File: config.mk
export PLATFORM = sky130hd
export DESIGN_NAME = ifm_prefetch
export DESIGN_NICKNAME = d
export VERILOG_FILES = /design/src/rtl/ecap5_dproc_pkg.sv /design/src/rtl/ifm_prefetch_fifo.sv /design/src/rtl/ifm_prefetch.sv
export SDC_FILE = /design/constraint.sdc
export NUM_CORES = 1
export LEC_CHECK = 0
export CORE_AREA = 4 4 221 223
export DETAILED_ROUTE_END_ITERATION = 8
export DIE_AREA = 0 0 225 227
export PLACE_DENSITY_LB_ADDON = 0.08
export SKIP_CTS_REPAIR_TIMING = 1
export SYNTH_ARGS = -nofsm -noshare
export SYNTH_HDL_FRONTEND = slang
export SYNTH_HIERARCHICAL = 1
export SYNTH_SLANG_ARGS = --single-unit
File: constraint.sdc
create_clock -name clk_i -period 5.5 [get_ports clk_i]
set_input_delay 1.1 -clock clk_i [delete_from_list [all_inputs] [get_ports clk_i]]
set_output_delay 1.1 -clock clk_i [all_outputs]
set_load 0.005 [all_outputs]
File: src/rtl/ecap5_dproc_pkg.sv
// Shared constants and types for the ecap5 processor front end: fixed vector
// addresses, the prefetch FSM state encoding and jump-target selection.
package ecap5_dproc_pkg;

  localparam logic [31:0] BOOT_ADDRESS      = 32'h0000_0000;
  localparam logic [31:0] INTERRUPT_ADDRESS = 32'h0000_1000;
  localparam logic [31:0] DEBUG_ADDRESS     = 32'h0000_8000;

  typedef enum logic [1:0] {
    START = 2'd0,
    RUN   = 2'd1,
    DRAIN = 2'd2
  } ifm_prefetch_state_t;

  // Debug beats interrupt beats branch when several arrive in one cycle.
  function automatic logic [31:0] jump_target(input logic        drq,
                                              input logic        irq,
                                              input logic [31:0] jmp_target);
    logic [31:0] result;
    result = jmp_target;
    if (drq) begin
      result = DEBUG_ADDRESS;
    end else if (irq) begin
      result = INTERRUPT_ADDRESS;
    end
    return result;
  endfunction

endpackage

File: src/rtl/ifm_prefetch_fifo.sv
// Synchronous FIFO with flush. Holds fetched {pc, instr} entries in the
// prefetch stage and, at 32-bit width, the addresses of in-flight requests.
module ifm_prefetch_fifo #(
  parameter int DEPTH = 4,
  parameter int WIDTH = 64
) (
  input  logic                         clk,
  input  logic                         rst_n,
  input  logic                         flush,
  input  logic                         push,
  input  logic                         pop,
  input  logic [WIDTH-1:0]             data_in,
  output logic [WIDTH-1:0]             data_out,
  output logic                         full,
  output logic                         empty,
  output logic [$clog2(DEPTH+1)-1:0]   count
);

  localparam int CNT_W = $clog2(DEPTH + 1);
  localparam int PTR_W = $clog2(DEPTH);

  logic [WIDTH-1:0] mem [DEPTH];
  logic [PTR_W-1:0] rd_ptr;
  logic [PTR_W-1:0] wr_ptr;
  logic [CNT_W-1:0] cnt;
  logic             do_push;
  logic             do_pop;

  assign empty    = (cnt == '0);
  assign full     = (cnt == CNT_W'(DEPTH));
  assign count    = cnt;
  assign data_out = mem[rd_ptr];

  // A push into a full FIFO is legal when the head leaves in the same cycle.
  assign do_pop  = pop && !empty;
  assign do_push = push && (!full || do_pop);

  always_ff @(posedge clk or negedge rst_n) begin
    if (!rst_n) begin
      rd_ptr <= '0;
      wr_ptr <= '0;
      cnt    <= '0;
      for (int i = 0; i < DEPTH; i++) begin
        mem[i] <= '0;
      end
    end else if (flush) begin
      rd_ptr <= '0;
      wr_ptr <= '0;
      cnt    <= '0;
    end else begin
      if (do_push) begin
        mem[wr_ptr] <= data_in;
        wr_ptr      <= wr_ptr + PTR_W'(1);
      end
      if (do_pop) begin
        rd_ptr <= rd_ptr + PTR_W'(1);
      end
      case ({do_push, do_pop})
        2'b10:   cnt <= cnt + CNT_W'(1);
        2'b01:   cnt <= cnt - CNT_W'(1);
        default: cnt <= cnt;
      endcase
    end
  end

endmodule

File: src/rtl/ifm_prefetch.sv
// Instruction fetch stage with a pipelined Wishbone master and prefetch buffer.
// Optional macro ECAP5_IFM_BYPASS_EN forwards an ack straight to decode when the buffer is empty.
module ifm_prefetch
  import ecap5_dproc_pkg::*;
#(
  parameter int DEPTH = 4
) (
  input  logic        clk_i,
  input  logic        rst_ni,
  input  logic        drq_i,
  input  logic        irq_i,
  input  logic        jmp_i,
  input  logic [31:0] jmp_target_i,
  output logic [31:0] wb_adr_o,
  input  logic [31:0] wb_dat_i,
  output logic        wb_we_o,
  output logic [3:0]  wb_sel_o,
  output logic        wb_stb_o,
  input  logic        wb_ack_i,
  output logic        wb_cyc_o,
  input  logic        wb_stall_i,
  input  logic        output_ready_i,
  output logic        output_valid_o,
  output logic [31:0] instr_o,
  output logic [31:0] pc_o
);

  localparam int CNT_W = $clog2(DEPTH + 1);

  ifm_prefetch_state_t state_q, state_d;
  logic [31:0]      fetch_pc_q, fetch_pc_d;
  logic [CNT_W-1:0] discard_q, discard_d;
  logic             stb_q, stb_d;
  logic [31:0]      adr_q, adr_d;

  logic             jump;
  logic [31:0]      target;
  logic             accept;
  logic             ack;
  logic             drop;
  logic             bypass;

  logic             fifo_push, fifo_pop, fifo_full, fifo_empty;
  logic [CNT_W-1:0] fifo_count, fifo_count_d;
  logic [63:0]      fifo_head;

  logic             aq_full, aq_empty;
  logic [CNT_W-1:0] outstanding, outstanding_d;
  logic [31:0]      aq_head;
  logic [CNT_W:0]   level_d;

  assign jump   = drq_i || irq_i || jmp_i;
  assign target = jump_target(drq_i, irq_i, jmp_target_i);

  // Every accepted request has its address in the queue, so an ack with an
  // empty queue is spurious and ignored.
  assign accept = stb_q && !wb_stall_i;
  assign ack    = wb_ack_i && !aq_empty;
  assign drop   = (discard_q != '0);

`ifdef ECAP5_IFM_BYPASS_EN
  assign bypass = ack && fifo_empty && !drop && !jump;
`else
  assign bypass = 1'b0;
`endif

  // Decode handshake: an entry is offered while output_valid_o is high and
  // leaves exactly on a cycle where output_valid_o && output_ready_i.
  assign fifo_pop  = output_ready_i && !fifo_empty;
  assign fifo_push = ack && !drop && !jump && !(bypass && output_ready_i) &&
                     (!fifo_full || fifo_pop);

  assign output_valid_o = !fifo_empty || bypass;
  assign instr_o        = bypass ? wb_dat_i : fifo_head[31:0];
  assign pc_o           = bypass ? aq_head  : fifo_head[63:32];

  assign wb_adr_o = adr_q;
  assign wb_stb_o = stb_q;
  assign wb_cyc_o = stb_q || (outstanding != '0);
  assign wb_we_o  = 1'b0;
  assign wb_sel_o = 4'hF;

  ifm_prefetch_fifo #(
    .DEPTH (DEPTH),
    .WIDTH (32)
  ) u_addr_queue (
    .clk      (clk_i),
    .rst_n    (rst_ni),
    .flush    (1'b0),
    .push     (accept),
    .pop      (ack),
    .data_in  (fetch_pc_q),
    .data_out (aq_head),
    .full     (aq_full),
    .empty    (aq_empty),
    .count    (outstanding)
  );

  ifm_prefetch_fifo #(
    .DEPTH (DEPTH),
    .WIDTH (64)
  ) u_instr_fifo (
    .clk      (clk_i),
    .rst_n    (rst_ni),
    .flush    (jump),
    .push     (fifo_push),
    .pop      (fifo_pop),
    .data_in  ({aq_head, wb_dat_i}),
    .data_out (fifo_head),
    .full     (fifo_full),
    .empty    (fifo_empty),
    .count    (fifo_count)
  );

  always_comb begin
    outstanding_d = outstanding;
    discard_d     = discard_q;
    fetch_pc_d    = fetch_pc_q;
    fifo_count_d  = fifo_count;
    state_d       = state_q;
    stb_d         = 1'b0;
    adr_d         = adr_q;

    if (accept && !ack) begin
      outstanding_d = outstanding + CNT_W'(1);
    end else if (!accept && ack) begin
      outstanding_d = outstanding - CNT_W'(1);
    end

    if (ack && drop) begin
      discard_d = discard_q - CNT_W'(1);
    end

    if (accept) begin
      fetch_pc_d = fetch_pc_q + 32'd4;
    end

    // Everything still in flight after this cycle belongs to the old stream.
    if (jump) begin
      discard_d  = outstanding_d;
      fetch_pc_d = target;
    end

    if (jump) begin
      fifo_count_d = '0;
    end else if (fifo_push && !fifo_pop) begin
      fifo_count_d = fifo_count + CNT_W'(1);
    end else if (!fifo_push && fifo_pop) begin
      fifo_count_d = fifo_count - CNT_W'(1);
    end

    case (state_q)
      START:      state_d = RUN;
      RUN, DRAIN: state_d = (discard_d != '0) ? DRAIN : RUN;
      default:    state_d = START;
    endcase

    // Buffered plus in-flight entries never exceed DEPTH, so every response
    // has a slot waiting for it. A stalled request stays put because this
    // level cannot rise without an accept.
    level_d = {1'b0, fifo_count_d} + {1'b0, outstanding_d};
    stb_d   = !jump && (state_d == RUN) && (level_d < (CNT_W + 1)'(DEPTH)) &&
              !(aq_full && !ack);
    if (stb_d) begin
      adr_d = fetch_pc_d;
    end
  end

  always_ff @(posedge clk_i or negedge rst_ni) begin
    if (!rst_ni) begin
      state_q    <= START;
      fetch_pc_q <= BOOT_ADDRESS;
      discard_q  <= '0;
      stb_q      <= 1'b0;
      adr_q      <= '0;
    end else begin
      state_q    <= state_d;
      fetch_pc_q <= fetch_pc_d;
      discard_q  <= discard_d;
      stb_q      <= stb_d;
      adr_q      <= adr_d;
    end
  end

endmodule
==> impl_metrics.py <==
metrics = {
    "sta": {
        "clock_skew_ns": 0.007383,
        "timing.hold.ws_ns": 0.5038,
        "setup-violations-final": 0,
        "worstMarginPinSlew_ns": 1.103,
        "fin_crit_ns": 4.538,
        "slew_headroom_pct": 26.18,
        "slew_viol_final": 0,
        "finalCritPeriodShare_pct": 82.51,
        "max_freq_mhz": 220.4,
        "hold_viol_final": 0,
        "rsz0062_at_grt": "false",
        "tns_ns": 0,
        "final.setup.worst_slack_ns": 0.9618,
    },
    "clock_network": {
        "cts_tree": "done",
        "clkSinkCount": 468,
        "cts-root-buf": "clkbuf_16",
        "path_clk_slew_ns": 0.06,
        "clkLatencyLatePin_ns": 0.58,
        "cts_buffers": 50,
        "cts-htree-levels": 2,
        "cts_buffer_depth": 3,
    },
    "drt": {
        "drtPass1Iterations": 5,
        "wl_per_cell_um": 21.76,
        "ant_nets": 0,
        "drcViolationCount": 0,
        "vias": 12370,
        "drt_wl_total_mm": 48.60,
        "post_drt_via_cell_ratio": 5.541,
        "drtIter0Drc": 642,
    },
    "synthesis": {
        "seq_area_frac_synth_pct": 50.29,
        "yosys.area_share.xor_xnor_pct": 1.467,
        "ys.flop_type": "dfrtp_1",
        "yosysWarningCount": 6,
        "synthesis.area_um2": 23290,
        "muxShareOfSynthArea_pct": 36.09,
        "avgSynthCellArea_um2": 16.25,
        "synth_simple_gate_area_share_pct": 3.981,
        "synth_edf_count": 0,
        "ys_async_sr_fraction_pct": 100.0,
        "synth_top_family_by_area": "multiplexers",
        "synth_seq_cells": 468,
        "synthDistinctLibCells": 67,
        "synthCells": 1433,
        "synth_adder_area_share_pct": 1.332,
        "synth-compound-area-share_pct": 2.595,
    },
    "layout": {
        "num-nets-final": 1683,
        "final_layout_size_suffix_gt1_share_pct": 39.94,
        "syn_to_final_growth_pct": 16.30,
        "final_util_pct": 58.18,
        "fin_cells": 2233,
    },
    "critical_path": {
        "worstPathArrival_ns": 5.00,
        "path_max_fanout": 30,
        "critPathBufInv": 4,
        "crit_family": "compound AO/OA/AOI/OAI gates",
        "critical_path_class": "in -> reg",
        "r2r_slack_ns": 1.31,
        "critPathMaxStageDelay_ns": 0.59,
        "crit_required_ns": 5.97,
        "crit_path_top_delay_cell": "a2111oi_0",
        "cp_cell_sequence": "clkdlybuf4s50_1 -> or2_4 -> nor2_4 -> inv_2 -> a2111o_1 -> inv_1 -> and3_1 -> a31oi_1 -> xor2_1 -> nor2_1 -> ha_1 -> a2111oi_0 -> o2111a_4 -> buf_12 -> mux2_2",
        "cp-end-kind": "flip-flop",
        "start_kind": "primary input",
    },
    "grt": {
        "grt_use_met3_pct": 3.224,
        "grt_util_met2_pct": 28.81,
        "gr-usage-met1_pct": 29.12,
        "grt-ovfl-total": 0,
        "gr-max-usage-layer": "met1",
        "antenna_found_initial": 0,
        "grt.total_usage_pct": 19.10,
        "grt_pass1_vias": 13490,
        "grt_start_max_net_pins": 123,
        "grt_first_pass_wirelength_mm": 78.31,
    },
    "job": {
        "maxCapViolations": 0,
    },
    "floorplan": {
        "core_area_um2": 46560,
        "ios": 176,
        "fp.dieArea_um2": 51080,
        "std_cell_rows": 79,
        "die_w_um": 225,
        "die_h_um": 227,
        "floorplan.initialDensity_pct": 50.02,
    },
    "pwr": {
        "peakVddDrop_v": 0.0002747,
        "leakage_nw": 12.05,
        "powerDensity_nw_per_um2": 298.8,
    },
    "place": {
        "place_inst": 2144,
        "dp_slack_ns": 0.3629,
        "io_buffers": 170,
        "dpl.hpwl_mm": 29.46,
        "gp_congestion": 0.7746,
    },
    "min_path": {
        "worstHoldPathType": "reg -> reg",
    },
    "outcome": {
        "status": "finished clean",
    },
}
[layout make-up]
class / instances / area, µm²
inverter: 28 / 107.6
antenna: 1 / 2.502
clock buffer: 74 / 1495
timing repair buffer: 195 / 2057
sequential: 468 / 11720
fill: 3625 / 19470
clock inverter: 14 / 201.4
tap: 607 / 759.5
multi-input combinational: 846 / 10740
[path summary, 6_finish.rpt]
| path | startpoint | endpoint | cells after the start |
|---|---|---|---|
| hold reg to reg | u_addr_queue/mem[80]$_DFFE_PN0P_ | u_addr_queue/mem[80]$_DFFE_PN0P_ | 1 |
| setup reg to reg | u_instr_fifo/count[0]$_DFFE_PN0P_ | wb_adr_o[22]$_DFFE_PN0P_ | 13 |
| setup / recovery | drq_i | wb_adr_o[22]$_DFFE_PN0P_ | 15 |
| hold / removal | u_addr_queue/mem[80]$_DFFE_PN0P_ | u_addr_queue/mem[80]$_DFFE_PN0P_ | 1 |
| max in group asynchronous | rst_ni | u_instr_fifo/mem[18]$_DFFE_PN0P_ | 2 |
| min in group asynchronous | rst_ni | u_instr_fifo/mem[139]$_DFFE_PN0P_ | 1 |
[metal layers]
metal | up-vias | wire length [µm]
met4 | 0 | 950
met2 | 237 | 21470
met5 | - | 0
met1 | 6520 | 24270
met3 | 76 | 1904
li1 | 5539 | -
[synth_stat cells, types with 3 or more instances]
| cell type | n | area, µm² |
|---|---|---|
| a211oi_1 | 4 | 30.03 |
| buf_6 | 26 | 292.8 |
| nor4bb_1 | 8 | 80.08 |
| nand3_1 | 18 | 90.09 |
| nor3_1 | 5 | 25.02 |
| a21oi_1 | 31 | 155.2 |
| xor2_1 | 26 | 227.7 |
| buf_1 | 3 | 11.26 |
| xnor2_1 | 13 | 113.9 |
| inv_1 | 24 | 90.09 |
| or4_1 | 5 | 37.54 |
| clkbuf_1 | 27 | 101.4 |
| nor2_1 | 38 | 142.6 |
| a31oi_1 | 7 | 43.79 |
| or3b_2 | 3 | 26.28 |
| o211ai_1 | 3 | 22.52 |
| buf_2 | 14 | 70.07 |
| nand3b_1 | 5 | 37.54 |
| and3_1 | 6 | 37.54 |
| ha_1 | 20 | 250.2 |
| buf_4 | 13 | 97.59 |
| buf_12 | 15 | 300.3 |
| mux4_2 | 96 | 2162 |
| dfrtp_1 | 468 | 11710 |
| mux2_2 | 30 | 337.8 |
| nor2b_1 | 5 | 31.28 |
| nor4_1 | 7 | 43.79 |
| nand2_1 | 19 | 71.32 |
| o21ai_0 | 29 | 145.1 |
| nand4_1 | 9 | 56.30 |
| mux2_4 | 390 | 5856 |
| nand2b_1 | 13 | 81.33 |
| mux2i_1 | 5 | 50.05 |
[logic make-up after synthesis]
family | count (synthesis)
muxes | 521
DFF | 468
and+or+nand+nor | 156
buffers and inverters | 126
AOI/OAI and AO/OA | 97
xor gates and xnor gates | 39
adders and majority gates | 24
other | 2
[sequential cells by signal (all words and copies together) (netlist names)]
name,flops
u_addr_queue/mem,128
u_instr_fifo/count,3
wb_stb_o,1
u_addr_queue/count,3
u_instr_fifo/mem,256
u_instr_fifo/rd_ptr,2
discard_q,3
u_addr_queue/rd_ptr,2
fetch_pc_q,32
state_q,2
u_addr_queue/wr_ptr,2
u_instr_fifo/wr_ptr,2
wb_adr_o,32
[layout by cell type (no fill, tap or decap), types with 3 or more instances in the layout]
master	instances
dfrtp_1	464
mux2_4	390
clkdlybuf4s50_1	169
mux4_2	96
clkbuf_16	53
nor2_1	38
a21oi_1	31
mux2_2	30
o21ai_0	29
xor2_1	26
inv_1	24
ha_1	20
nand2_1	19
nand3_1	18
nand2b_1	13
xnor2_1	13
buf_12	13
clkbuf_1	12
buf_4	12
nand4_1	9
conb_1	9
clkbuf_8	9
nor4bb_4	8
nor4_1	7
a31oi_1	7
clkinv_2	7
and3_1	6
nand3b_1	5
nor3_1	5
mux2i_1	5
or4_1	5
bufinv_16	5
nor2b_1	5
a211oi_1	4
o211ai_1	3
or3b_2	3
dfrtp_2	3
[through the flow]
stage / cell area [µm²] / total power [mW]
2_1_floorplan: 23310 / 4.241
3_3_place_gp: 25390 / 4.669
3_5_place_dp: 25390 / 4.683
4_1_cts: 27080 / 8.220
5_1_grt: 27080 / 8.446
6_report: 27080 / 8.093
[power breakdown]
part / total, mW / switching [mW] / internal [mW]
combinational: 0.892 / 0.373 / 0.519
sequential: 3.73 / 0.125 / 3.60
clock: 3.47 / 1.37 / 2.11
(Power assumes the default switching activity.)
